===== src/rtl/rv32s_pkg.sv =====
// ----------------------------------------------------------------------------
// rv32s_pkg
// Shared definitions for the RV32 load/store datapath:
//   - memory opcode constants (integer and float load/store)
//   - funct3 width codes for loads and stores
//   - lsu_state_t, the memory-stage transaction state
//   - small opcode classification helpers
// ----------------------------------------------------------------------------
package rv32s_pkg;

    localparam logic [6:0] OP_LOAD  = 7'b0000011;
    localparam logic [6:0] OP_STORE = 7'b0100011;
    localparam logic [6:0] OP_FLW   = 7'b0000111;
    localparam logic [6:0] OP_FSW   = 7'b0100111;

    // Load width codes
    localparam logic [2:0] LB  = 3'b000;
    localparam logic [2:0] LH  = 3'b001;
    localparam logic [2:0] LW  = 3'b010;
    localparam logic [2:0] LBU = 3'b100;
    localparam logic [2:0] LHU = 3'b101;

    // Store width codes
    localparam logic [2:0] SB = 3'b000;
    localparam logic [2:0] SH = 3'b001;
    localparam logic [2:0] SW = 3'b010;

    typedef enum logic [1:0] {
        IDLE = 2'b00,
        REQ  = 2'b01,
        WAIT = 2'b10,
        DONE = 2'b11
    } lsu_state_t;

    function automatic logic is_load_op(input logic [6:0] op);
        return (op == OP_LOAD) || (op == OP_FLW);
    endfunction

    function automatic logic is_store_op(input logic [6:0] op);
        return (op == OP_STORE) || (op == OP_FSW);
    endfunction

    function automatic logic is_fp_op(input logic [6:0] op);
        return (op == OP_FLW) || (op == OP_FSW);
    endfunction

endpackage


===== src/rtl/lsu_align.sv =====
// ----------------------------------------------------------------------------
// lsu_align
// Purely combinational byte-lane logic for the memory stage.
//   Request side (live instruction fields, evaluated at acceptance):
//     st_funct3, st_addr_lo, st_is_load, st_is_store, st_is_fp, st_data
//     -> st_wdata (store data replicated to every lane), st_wstrb,
//        st_misalign (alignment or undefined-funct3 error)
//   Response side (fields latched at acceptance):
//     ld_funct3, ld_addr_lo, ld_is_fp, ld_rdata
//     -> ld_result (lane-extracted, sign/zero extended load value)
// Float accesses are always word sized; their funct3 is not decoded.
// ----------------------------------------------------------------------------
module lsu_align
    import rv32s_pkg::*;
#(
    parameter int XLEN = 32
) (
    input  logic [2:0]      st_funct3,
    input  logic [1:0]      st_addr_lo,
    input  logic            st_is_load,
    input  logic            st_is_store,
    input  logic            st_is_fp,
    input  logic [XLEN-1:0] st_data,
    output logic [XLEN-1:0] st_wdata,
    output logic [3:0]      st_wstrb,
    output logic            st_misalign,
    input  logic [2:0]      ld_funct3,
    input  logic [1:0]      ld_addr_lo,
    input  logic            ld_is_fp,
    input  logic [XLEN-1:0] ld_rdata,
    output logic [XLEN-1:0] ld_result
);

    logic            st_bad_s;
    logic            ld_bad_s;
    logic [XLEN-1:0] shifted_s;

    // Store lane replication, byte strobes and store-side legality.
    always_comb begin
        st_wdata = '0;
        st_wstrb = 4'b0000;
        st_bad_s = 1'b0;
        if (st_is_fp) begin
            st_wdata = st_data;
            st_wstrb = 4'b1111;
            st_bad_s = (st_addr_lo != 2'b00);
        end else begin
            case (st_funct3)
                SB: begin
                    // Replicating the byte lets the strobe alone pick the lane.
                    st_wdata = {4{st_data[7:0]}};
                    st_wstrb = 4'b0001 << st_addr_lo;
                    st_bad_s = 1'b0;
                end
                SH: begin
                    st_wdata = {2{st_data[15:0]}};
                    st_wstrb = 4'b0011 << st_addr_lo;
                    st_bad_s = st_addr_lo[0];
                end
                SW: begin
                    st_wdata = st_data;
                    st_wstrb = 4'b1111;
                    st_bad_s = (st_addr_lo != 2'b00);
                end
                default: begin
                    st_wdata = '0;
                    st_wstrb = 4'b0000;
                    st_bad_s = 1'b1;
                end
            endcase
        end
    end

    // Load-side legality for the instruction being accepted.
    always_comb begin
        ld_bad_s = 1'b0;
        if (st_is_fp) begin
            ld_bad_s = (st_addr_lo != 2'b00);
        end else begin
            case (st_funct3)
                LB, LBU: ld_bad_s = 1'b0;
                LH, LHU: ld_bad_s = st_addr_lo[0];
                LW:      ld_bad_s = (st_addr_lo != 2'b00);
                default: ld_bad_s = 1'b1;
            endcase
        end
    end

    // Select the error flag matching the access direction.
    always_comb begin
        if (st_is_load) begin
            st_misalign = ld_bad_s;
        end else if (st_is_store) begin
            st_misalign = st_bad_s;
        end else begin
            st_misalign = 1'b0;
        end
    end

    // Bring the addressed byte lane down to bit 0.
    assign shifted_s = ld_rdata >> {ld_addr_lo, 3'b000};

    // Width extraction and sign/zero extension of the returned word.
    always_comb begin
        ld_result = '0;
        if (ld_is_fp) begin
            ld_result = ld_rdata;
        end else begin
            case (ld_funct3)
                LB:      ld_result = {{(XLEN-8){shifted_s[7]}}, shifted_s[7:0]};
                LH:      ld_result = {{(XLEN-16){shifted_s[15]}}, shifted_s[15:0]};
                LW:      ld_result = shifted_s;
                LBU:     ld_result = {{(XLEN-8){1'b0}}, shifted_s[7:0]};
                LHU:     ld_result = {{(XLEN-16){1'b0}}, shifted_s[15:0]};
                default: ld_result = '0;
            endcase
        end
    end

endmodule


===== src/rtl/lsu_mem_stage.sv =====
// ----------------------------------------------------------------------------
// lsu_mem_stage
// Memory-access stage following the ALU. Accepts one instruction at a time
// and runs at most one data-memory transaction for it.
//   Upstream:   in_valid/in_ready, opcode, funct3, addr (effective address),
//               src2R (integer store data), src2F (float store data)
//   Memory:     mem_req_valid/mem_req_ready request handshake with mem_we,
//               word-aligned mem_addr, lane-replicated mem_wdata, mem_wstrb;
//               mem_rsp_valid/mem_rdata completion
//   Writeback:  out_valid (one-cycle pulse), out_data, out_is_fp, out_wen,
//               out_misalign -- all but out_valid hold until the next result
// Misaligned or undefined-width accesses and non-memory opcodes skip the
// memory and complete through DONE one cycle after acceptance.
// All outputs are registered; the FSM lives here, lane logic in lsu_align.
// ----------------------------------------------------------------------------
module lsu_mem_stage
    import rv32s_pkg::*;
#(
    parameter int XLEN = 32
) (
    input  logic            clk,
    input  logic            rst,
    input  logic            in_valid,
    output logic            in_ready,
    input  logic [6:0]      opcode,
    input  logic [2:0]      funct3,
    input  logic [XLEN-1:0] addr,
    input  logic [XLEN-1:0] src2R,
    input  logic [XLEN-1:0] src2F,
    output logic            mem_req_valid,
    input  logic            mem_req_ready,
    output logic            mem_we,
    output logic [XLEN-1:0] mem_addr,
    output logic [XLEN-1:0] mem_wdata,
    output logic [3:0]      mem_wstrb,
    input  logic            mem_rsp_valid,
    input  logic [XLEN-1:0] mem_rdata,
    output logic            out_valid,
    output logic [XLEN-1:0] out_data,
    output logic            out_is_fp,
    output logic            out_wen,
    output logic            out_misalign
);

    lsu_state_t      state_q, state_d;

    logic            in_ready_q, in_ready_d;
    logic            mem_req_valid_q, mem_req_valid_d;
    logic            mem_we_q, mem_we_d;
    logic [XLEN-1:0] mem_addr_q, mem_addr_d;
    logic [XLEN-1:0] mem_wdata_q, mem_wdata_d;
    logic [3:0]      mem_wstrb_q, mem_wstrb_d;
    logic            out_valid_q, out_valid_d;
    logic [XLEN-1:0] out_data_q, out_data_d;
    logic            out_is_fp_q, out_is_fp_d;
    logic            out_wen_q, out_wen_d;
    logic            out_misalign_q, out_misalign_d;

    // Fields kept for formatting the load response
    logic [2:0]      ld_funct3_q, ld_funct3_d;
    logic [1:0]      ld_addr_lo_q, ld_addr_lo_d;
    logic            ld_is_fp_q, ld_is_fp_d;
    logic            ld_is_load_q, ld_is_load_d;

    logic            op_load_s;
    logic            op_store_s;
    logic            op_fp_s;
    logic [XLEN-1:0] st_data_s;
    logic [XLEN-1:0] st_wdata_s;
    logic [3:0]      st_wstrb_s;
    logic            st_misalign_s;
    logic [XLEN-1:0] ld_result_s;

    assign op_load_s  = is_load_op(opcode);
    assign op_store_s = is_store_op(opcode);
    assign op_fp_s    = is_fp_op(opcode);
    assign st_data_s  = (opcode == OP_FSW) ? src2F : src2R;

    lsu_align #(
        .XLEN (XLEN)
    ) u_align (
        .st_funct3   (funct3),
        .st_addr_lo  (addr[1:0]),
        .st_is_load  (op_load_s),
        .st_is_store (op_store_s),
        .st_is_fp    (op_fp_s),
        .st_data     (st_data_s),
        .st_wdata    (st_wdata_s),
        .st_wstrb    (st_wstrb_s),
        .st_misalign (st_misalign_s),
        .ld_funct3   (ld_funct3_q),
        .ld_addr_lo  (ld_addr_lo_q),
        .ld_is_fp    (ld_is_fp_q),
        .ld_rdata    (mem_rdata),
        .ld_result   (ld_result_s)
    );

    // Next-state and next-output computation for the transaction FSM.
    always_comb begin
        state_d        = state_q;
        mem_we_d       = mem_we_q;
        mem_addr_d     = mem_addr_q;
        mem_wdata_d    = mem_wdata_q;
        mem_wstrb_d    = mem_wstrb_q;
        out_data_d     = out_data_q;
        out_is_fp_d    = out_is_fp_q;
        out_wen_d      = out_wen_q;
        out_misalign_d = out_misalign_q;
        ld_funct3_d    = ld_funct3_q;
        ld_addr_lo_d   = ld_addr_lo_q;
        ld_is_fp_d     = ld_is_fp_q;
        ld_is_load_d   = ld_is_load_q;

        case (state_q)
            IDLE: begin
                if (in_valid) begin
                    if (op_load_s || op_store_s) begin
                        ld_funct3_d  = funct3;
                        ld_addr_lo_d = addr[1:0];
                        ld_is_fp_d   = op_fp_s;
                        ld_is_load_d = op_load_s;
                        if (st_misalign_s) begin
                            // Error path: report without touching memory.
                            state_d        = DONE;
                            out_data_d     = '0;
                            out_is_fp_d    = 1'b0;
                            out_wen_d      = 1'b0;
                            out_misalign_d = 1'b1;
                        end else begin
                            state_d    = REQ;
                            mem_we_d   = op_store_s;
                            mem_addr_d = {addr[XLEN-1:2], 2'b00};
                            if (op_store_s) begin
                                mem_wdata_d = st_wdata_s;
                                mem_wstrb_d = st_wstrb_s;
                            end else begin
                                mem_wdata_d = '0;
                                mem_wstrb_d = 4'b0000;
                            end
                        end
                    end else begin
                        // Non-memory instruction: a single bubble cycle.
                        state_d        = DONE;
                        out_data_d     = '0;
                        out_is_fp_d    = 1'b0;
                        out_wen_d      = 1'b0;
                        out_misalign_d = 1'b0;
                    end
                end else begin
                    state_d = IDLE;
                end
            end
            REQ: begin
                if (mem_req_ready) begin
                    state_d = WAIT;
                end else begin
                    state_d = REQ;
                end
            end
            WAIT: begin
                // Only reachable the cycle after the handshake, so a response
                // coincident with the handshake is never taken.
                if (mem_rsp_valid) begin
                    state_d        = DONE;
                    out_misalign_d = 1'b0;
                    if (ld_is_load_q) begin
                        out_data_d  = ld_result_s;
                        out_is_fp_d = ld_is_fp_q;
                        out_wen_d   = 1'b1;
                    end else begin
                        out_data_d  = '0;
                        out_is_fp_d = 1'b0;
                        out_wen_d   = 1'b0;
                    end
                end else begin
                    state_d = WAIT;
                end
            end
            DONE: begin
                state_d = IDLE;
            end
            default: begin
                state_d = IDLE;
            end
        endcase

        // Status outputs are registered views of the next state.
        in_ready_d      = (state_d == IDLE);
        mem_req_valid_d = (state_d == REQ);
        out_valid_d     = (state_d == DONE);
    end

    // State and output registers with synchronous reset.
    always_ff @(posedge clk) begin
        if (rst) begin
            state_q         <= IDLE;
            in_ready_q      <= 1'b1;
            mem_req_valid_q <= 1'b0;
            mem_we_q        <= 1'b0;
            mem_addr_q      <= '0;
            mem_wdata_q     <= '0;
            mem_wstrb_q     <= 4'b0000;
            out_valid_q     <= 1'b0;
            out_data_q      <= '0;
            out_is_fp_q     <= 1'b0;
            out_wen_q       <= 1'b0;
            out_misalign_q  <= 1'b0;
            ld_funct3_q     <= 3'b000;
            ld_addr_lo_q    <= 2'b00;
            ld_is_fp_q      <= 1'b0;
            ld_is_load_q    <= 1'b0;
        end else begin
            state_q         <= state_d;
            in_ready_q      <= in_ready_d;
            mem_req_valid_q <= mem_req_valid_d;
            mem_we_q        <= mem_we_d;
            mem_addr_q      <= mem_addr_d;
            mem_wdata_q     <= mem_wdata_d;
            mem_wstrb_q     <= mem_wstrb_d;
            out_valid_q     <= out_valid_d;
            out_data_q      <= out_data_d;
            out_is_fp_q     <= out_is_fp_d;
            out_wen_q       <= out_wen_d;
            out_misalign_q  <= out_misalign_d;
            ld_funct3_q     <= ld_funct3_d;
            ld_addr_lo_q    <= ld_addr_lo_d;
            ld_is_fp_q      <= ld_is_fp_d;
            ld_is_load_q    <= ld_is_load_d;
        end
    end

    assign in_ready      = in_ready_q;
    assign mem_req_valid = mem_req_valid_q;
    assign mem_we        = mem_we_q;
    assign mem_addr      = mem_addr_q;
    assign mem_wdata     = mem_wdata_q;
    assign mem_wstrb     = mem_wstrb_q;
    assign out_valid     = out_valid_q;
    assign out_data      = out_data_q;
    assign out_is_fp     = out_is_fp_q;
    assign out_wen       = out_wen_q;
    assign out_misalign  = out_misalign_q;

endmodule

===== config.mk =====
export PLATFORM = sky130hd
export DESIGN_NAME = lsu_mem_stage
export DESIGN_NICKNAME = d
export VERILOG_FILES = /design/src/rtl/rv32s_pkg.sv /design/src/rtl/lsu_align.sv /design/src/rtl/lsu_mem_stage.sv
export SDC_FILE = /design/constraint.sdc
export NUM_CORES = 1
export LEC_CHECK = 0
export ABC_AREA = 0
export ABC_CLOCK_PERIOD_IN_PS = 3500
export CORE_MARGIN = 4
export CORE_UTILIZATION = 36
export DETAILED_ROUTE_END_ITERATION = 10
export PLACE_DENSITY_LB_ADDON = 0.15
export SLEW_MARGIN = 20
export SYNTH_ARGS = -nofsm -noshare
export SYNTH_HDL_FRONTEND = slang
export SYNTH_SLANG_ARGS = --single-unit

===== constraint.sdc =====
create_clock -name clk -period 3.5 [get_ports clk]
set_input_delay 0.7 -clock clk [delete_from_list [all_inputs] [get_ports clk]]
set_output_delay 0.7 -clock clk [all_outputs]
set_load 0.1 [all_outputs]

==> metrics.md, run 1 <==
| Metric | Value |
|---|---|
| Worst Reg-to-Reg Cells | 5 |
| Core Area | 15260 µm² |
| Slew headroom | 27.35% |
| Count of hold buffers inserted by post-cts repair | 0 |
| Slowest stage delay, CP | 0.65 ns |
| Post-synthesis cell type count | 56 |
| Fin nets | 1001 |
| Crit path depth | 6 |
| Synthesized flop and latch total | 114 |
| Die area | 17710 µm² |
| Worst Tran Pin Value | 1.081 ns |
| Max Freq | 0.3621 GHz |
| Avg Inst Size Synth | 8.913 µm² |
| Total wire length | 20.44 mm |
| Post-synth ARST share | 0% |
| Final Slew Violations | 0 |
| Peak fanout along the critical path | 8 |
| Max-cap violation count | 0 |
| Final hold violation count | 0 |
| Largest family of logic cells by synthesized area | compound AO/OA/AOI/OAI gates |
| Ant diodes | 0 |
| Post-synthesis adder-cell area fraction | 0% |
| Worst hold path cell count | 2 |
| Largest net degree at the start of global routing | 63 |
| Met2 GRT Util | 37.84% |
| Leak | 3.098 nW |
| CTS buffer count | 17 |
| Post-synthesis sequential area ratio | 40.52% |
| Final Cycle Share | 78.91% |
| Die Y | 133.1 µm |
| GR Overflow Total | 0 |
| CTS max path bufs | 2 |
| CTS resizes | 0 |
| Ys Warns | 0 |
| Critical Path AT | 3.05 ns |
| Fraction of the mapped netlist area in simple logic gates | 15.88% |
| Via density | 5.417 |
| Chip width | 133.1 µm |
| RSZ-0062 raised after global routing | false |
| Final setup fails | 0 |
| Crit path capture type | flop |
| Fill cells | 1356 |
| Compound-Gate Fraction of Synth Area | 29.23% |
| Synth Area in XOR/XNOR | 0.1555% |
| Setup bufs post-CTS | 0 |
| I/O pin total | 250 |
| Worst skew pair latency | 0.41 ns |
| Initial antenna violation count | 0 |
| Final instance area | 8830 µm² |
| Critical path's slowest cell | o21ai_1 |
| VDD IR max | 0.3562 mV |
| Mapped cell area | 5633 µm² |
| Top Usage Layer GRT | met2 |
| Worst R2R Setup Slack | 1.08 ns |
| Worst Hold Launch | mem_we |
| Clk_skew | 0.007501 ns |
| Hold_ws | 0.4532 ns |
| All-Layer GR Usage | 22.44% |
| Final total power | 3.859 mW |
| Post-route setup TNS | 0 ns |
| I/O Buffers | 247 |
| Initial Util | 36.92% |
| DR vias | 5861 |
| Most frequent cells in the layout | clkdlybuf4s50_1, dfxtp_1, nand2_1, a21oi_1, nor2_1 |
| Post-synthesis mux area share | 9.240% |
| Placement Cell Area | 8242 µm² |
| Residual DRC count | 0 |
| ANT nets after route | 0 |
| Post-DP HPWL | 15.38 mm |
| Layout cells sized above 1 | 11.14% |
| CTS H-tree lvls | 4 |
| Num rows | 45 |
| Root Buffer | clkbuf_16 |
| Clk pin slew, worst setup/hold paths | 0.06 ns |
| PD cells | 437.0 nW/µm² |
| Footprint of the multi-input gates | 3088 µm² |
| Tmin final | 2.762 ns |
| WL per Instance | 18.89 µm |
| HP Class | reg2reg |
| Post-Route Utilization | 57.87% |
| Type of origin of the critical path | primary input |
| Pre-Repair DR Iteration Count | 5 |
| GP Congestion | 0.8198 |
| Initial drt markers | 440 |
| Vias in the first global route | 6122 |
| Crit Path Category | in2reg |
| Status | finished, final reports clean |
| Reg2reg start | ld_addr_lo_q[1] |
| First-pass GRT wire length | 31.69 mm |
| CP cell instances | clkdlybuf4s50_1 -> or3b_2 -> o21ai_1 -> nor2_1 -> a221oi_1 -> o2bb2ai_2 |
| Met3 Use GR | 9.354% |
| CP bufs+invs | 1 |
| Hold Path End | mem_we |
| Leading cell type in the layout, fill and taps excluded | clkdlybuf4s50_1 |
| Post-synth EDFFs | 0 |
| Met1 Use GR | 24.59% |
| Synth-to-layout area growth | 56.75% |
| Required time worst endpoint | 3.79 ns |
| Primary FF master, synth | dfxtp_1 |
| Clk sink count | 114 |
| Synthesized netlist cell count | 632 |
| Delay-heaviest family, CP | compound AO/OA/AOI/OAI gates |
| RR Endpoint | out_data[31] |
| CTS tree | done |
| Seq. cell area | 2282 µm² |
==> cell usage after synthesis, types with 3 or more instances <==
cell type  instances  area share, %
dfxtp_1          114             41
nand2_1           91            6.1
a21oi_1           75            6.7
clkbuf_1          43            2.9
nor2_1            40            2.7
mux2i_1           34            6.0
a211oi_1          31            4.1
o21ai_0           22            2.0
o2bb2ai_2         20            5.3
a221oi_1          16            2.5
a22o_1            16            2.5
and3_1            15            1.7
a2bb2oi_1         11            1.7
nand4_1            9            1.0
a32oi_1            8            1.2
mux4_2             8            3.2
nor3_1             7           0.62
buf_2              6           0.53
inv_1              6           0.40
buf_1              4           0.27
and2_1             3           0.33
nand3_1            3           0.27
nor2b_1            3           0.33
o2bb2ai_1          3           0.47
or4_1              3           0.40
==> logic make-up (layout without fill, tap and decap cells) <==
family | Yosys count | count (layout)
compound gates | 219 | 219
simple gates | 190 | 190
flops | 114 | 114
buf+inv | 65 | 303
mux | 42 | 42
other cells | 1 | 2
xor+xnor | 1 | 1
==> power breakdown <==
group          total [mW]  leakage [nW]  switching, mW  internal [mW]
clock network        1.74         0.284          0.605           1.13
logic               0.760          1.89          0.473          0.287
registers            1.36         0.924         0.0245           1.34
total                3.86          3.10           1.10           2.76
==> area by class of cell <==
cell class / count / area share (%)
clock inverters: 10 / 1.516
flip-flops and latches: 114 / 25.85
clock buffers: 22 / 5.144
well taps: 211 / 2.990
repair buffers: 265 / 29.28
multi-input cells: 454 / 34.97
inverters: 6 / 0.2551
==> layer usage <==
layer  share of wire, %  wire [µm]
met4                3.1        641
met5                  0          0
met3                9.3       1906
met1                 39       7966
met2                 49       9922
==> per-stage QoR <==
step	worst slack [ns]	cells
after floorplan	1.165	633
after global placement	0.4099	1050
after detailed placement	0.3227	1050
after CTS	0.7582	1082
after global routing	0.6258	1082
final	0.7380	1082
==> tightest hold or removal path: cells and delay by family (launching register included) <==
| kind | cells | cell delay, ns |
|---|---|---|
| DFF | 1 | 0.30 |
| and+or+nand+nor | 1 | 0.05 |
| AOI/OAI and AO/OA | 1 | 0.05 |
==> flip-flops by register name, indices dropped and copies added, names as in the netlist, 2 cells and up <==
signal / cells
ld_addr_lo_q: 2
mem_wdata: 32
state_q: 2
mem_addr: 30
ld_funct3_q: 3
out_data: 32
mem_wstrb: 4
==> worst max-delay path by stage <==
stage	slack, ns	end	start
floorplan	1.16	mem_wdata[26]	funct3[1]
global placement	0.41	mem_wdata[8]	opcode[2]
detailed placement	0.32	mem_wdata[8]	opcode[2]
CTS	0.76	mem_wdata[8]	opcode[2]
global route	0.63	mem_wdata[8]	opcode[2]
finish	0.74	mem_wdata[8]	opcode[2]
No activity file was read; power rests on OpenSTA's default activity.
==> run 2: changes to the inputs <==
--- a/config.mk
+++ b/config.mk
@@ -6,7 +6,7 @@
 export NUM_CORES = 1
 export LEC_CHECK = 0
 export ABC_AREA = 0
-export ABC_CLOCK_PERIOD_IN_PS = 3500
+export ABC_CLOCK_PERIOD_IN_PS = 2350
 export CORE_MARGIN = 4
 export CORE_UTILIZATION = 36
 export DETAILED_ROUTE_END_ITERATION = 10
==> constraint.sdc (replaced) <==
create_clock -name clk -period 2.35 [get_ports clk]
set_input_delay 0.47 -clock clk [delete_from_list [all_inputs] [get_ports clk]]
set_output_delay 0.47 -clock clk [all_outputs]
set_load 0.1 [all_outputs]
==> metrics.md, run 2 (synthesis gave the netlist of run 1 again) <==
| Metric | Value |
|---|---|
| All-Layer GR Usage | 23.10% (+0.65 points) |
| Required time worst endpoint | 2.63 ns (-1.16 ns) |
| Layout cells sized above 1 | 24.94% (+14 points) |
| Leak | 3.470 nW (+12%) |
| Ant diodes | 0 (unchanged) |
| Crit path capture type | flop |
| CTS max path bufs | 2 (unchanged) |
| Net switching power | 1.663 mW (+51%) |
| Leading cell type in the layout, fill and taps excluded | buf_4 |
| Pre-Repair DR Iteration Count | 5 (unchanged) |
| Max-cap violation count | 0 (unchanged) |
| Post-route setup TNS | 0 ns (unchanged) |
| Hold_ws | 0.3398 ns (-0.1134 ns) |
| Slew headroom | 55.52% (+28 points) |
| Final setup fails | 0 (unchanged) |
| Final instance area | 8912 µm² (+0.94%) |
| Initial Util | 36.92% (unchanged) |
| Tmin final | 2.199 ns |
| Met1 Use GR | 26.35% (+1.8 points) |
| Peak fanout along the critical path | 24 (+16) |
| DR vias | 6139 (+4.7%) |
| CTS resizes | 0 (unchanged) |
| Met2 GRT Util | 38.37% (+0.54 points) |
| Residual DRC count | 0 (unchanged) |
| Logic gate share of total power | 20.1% (+0.4 points) |
| Root Buffer | clkbuf_16 |
| Largest net degree at the start of global routing | 50 (-21%) |
| Placement Cell Area | 8317 µm² (+0.91%) |
| First-pass GRT wire length | 32.67 mm (+3.1%) |
| Die Y | 133.1 µm (unchanged) |
| Placed insts | 1086 (+3.4%) |
| Synth-to-layout area growth | 58.22% |
| Total wire length | 20.67 mm (+1.1%) |
| Worst hold path cell count | 2 (unchanged) |
| Final hold violation count | 0 (unchanged) |
| Crit Path Category | in2reg |
| Vias in the first global route | 6357 (+3.8%) |
| Post-Route Utilization | 58.41% (+0.54 points) |
| Worst Hold Launch | rst |
| ANT nets after route | 0 (unchanged) |
| Fin nets | 1037 (+3.6%) |
| Sw Ratio | 28.59% (about the same) |
| Critical Path AT | 2.48 ns (-0.57 ns) |
| Via density | 5.496 (+1.5%) |
| Worst R2R Setup Slack | 0.27 ns (-0.81 ns) |
| Fin worst setup slack | 0.1511 ns (-0.5870 ns) |
| Met3 Use GR | 8.631% (-0.72 points) |
| Clk_skew | 0.008337 ns (+0.0008361 ns) |
| Status | finished, final reports clean |
| HP Class | in2reg |
| GP Congestion | 0.8736 (+6.6%) |
| Final Slew Violations | 0 (unchanged) |
| Chip width | 133.1 µm (unchanged) |
| Num rows | 45 (unchanged) |
| Reg2reg start | ld_funct3_q[0] |
| Worst slack, placed | -0.2566 ns (-0.5793 ns) |
| CTS buffer count | 17 (unchanged) |
| VDD IR max | 0.5398 mV (+52%) |
| GR Overflow Total | 0 (unchanged) |
| Layout Cells excl Fill | 1117 (+3.2%) |
| Final total power | 5.815 mW (+51%) |
| I/O pin total | 250 (unchanged) |
| Initial antenna violation count | 0 (unchanged) |
| RR Endpoint | out_data[16] |
| Worst Tran Pin Value | 0.6647 ns (-0.4167 ns) |
| PD cells | 652.5 nW/µm² (+49%) |
| Clk pin slew, worst setup/hold paths | 0.06 ns (about the same) |
| CTS tree | done |
| Count of hold buffers inserted by post-cts repair | 0 (unchanged) |
| I/O Buffers | 247 (unchanged) |
| Setup bufs post-CTS | 0 (unchanged) |
| WL per Instance | 18.50 µm (-2.0%) |
| RSZ-0062 raised after global routing | false |
| Hold Path End | mem_wdata[6] |
| Initial drt markers | 356 (-19%) |
| Final Cycle Share | 93.57% |
| Max Freq | 0.4548 GHz |
| Internal Power | 4.153 mW (+51%) |
| Flop pwr share | 34.9% (-0.4 points) |
| Worst Reg-to-Reg Cells | 5 (unchanged) |
| Post-DP HPWL | 15.69 mm (+2.0%) |
| Clk sink count | 114 (unchanged) |
| Die area | 17710 µm² (unchanged) |
| Type of origin of the critical path | primary input |
| Worst skew pair latency | 0.42 ns (about the same) |
| Most frequent cells in the layout | buf_4, clkdlybuf4s50_1, dfxtp_1, nand2_1, a21oi_1 |
| CTS H-tree lvls | 4 (unchanged) |
| Worst Setup SP | addr[0] |
| Clock power share | 45.0% (about the same) |
| Core Area | 15260 µm² (unchanged) |
| Top Usage Layer GRT | met2 |
run 2: cell types whose count changed in the layout (fill, tap and decap cells not counted), sizes merged:
cell | before | now
clkinv | 5 | 3
buf | 31 | 160
clkinvlp | 2 | 3
clkdlybuf4s50 | 234 | 141
run 2: final cells by class:
cell class | instances | area [µm²]
Clock buffer | 22 | 464.2
Clock inverter | 9 | 131.4
Fill cell | 1348 | 6346
Inverter | 6 | 22.52
Multi-Input combinational cell | 454 | 3088
Sequential cell | 114 | 2282
Tap cell | 211 | 264.0
Timing Repair Buffer | 301 | 2660
run 2: routing by layer:
metal | share of wire (%) | vias up
met3 | 9.0 | 56
met2 | 48 | 303
li1 | - | 2882
met1 | 39 | 2898
met5 | 0 | -
met4 | 4.1 | 0
run 2: worst max-delay path, stage by stage:
cell and delay (ns):
clkdlybuf4s50_1 0.49, o21ai_0 0.19, a21oi_1 0.11, buf_4 0.16, or4_1 0.52, buf_4 0.24
a21oi_1 0.21, a211oi_1 0.07
run 2: how the worst max path moves through the flow:
stage                    endpoint  slack, ns  cells after the start
global route         out_data[25]       0.01                      8
global placement     out_data[30]      -0.23                      8
floorplan           mem_wdata[26]       0.24                      8
detailed placement   out_data[10]      -0.26                      8
finish               out_data[16]       0.15                      8
CTS                  out_data[16]       0.17                      8
run 2: power by group through the flow:
stage	combinational, mW	sequential [mW]	clock (mW)
6_report	1.17	2.03	2.62
3_3_place_gp	1.15	2.07	0
3_5_place_dp	1.16	2.07	0
2_1_floorplan	0.302	2.42	0
5_1_grt	1.23	2.03	2.75
4_1_cts	1.16	2.03	2.66
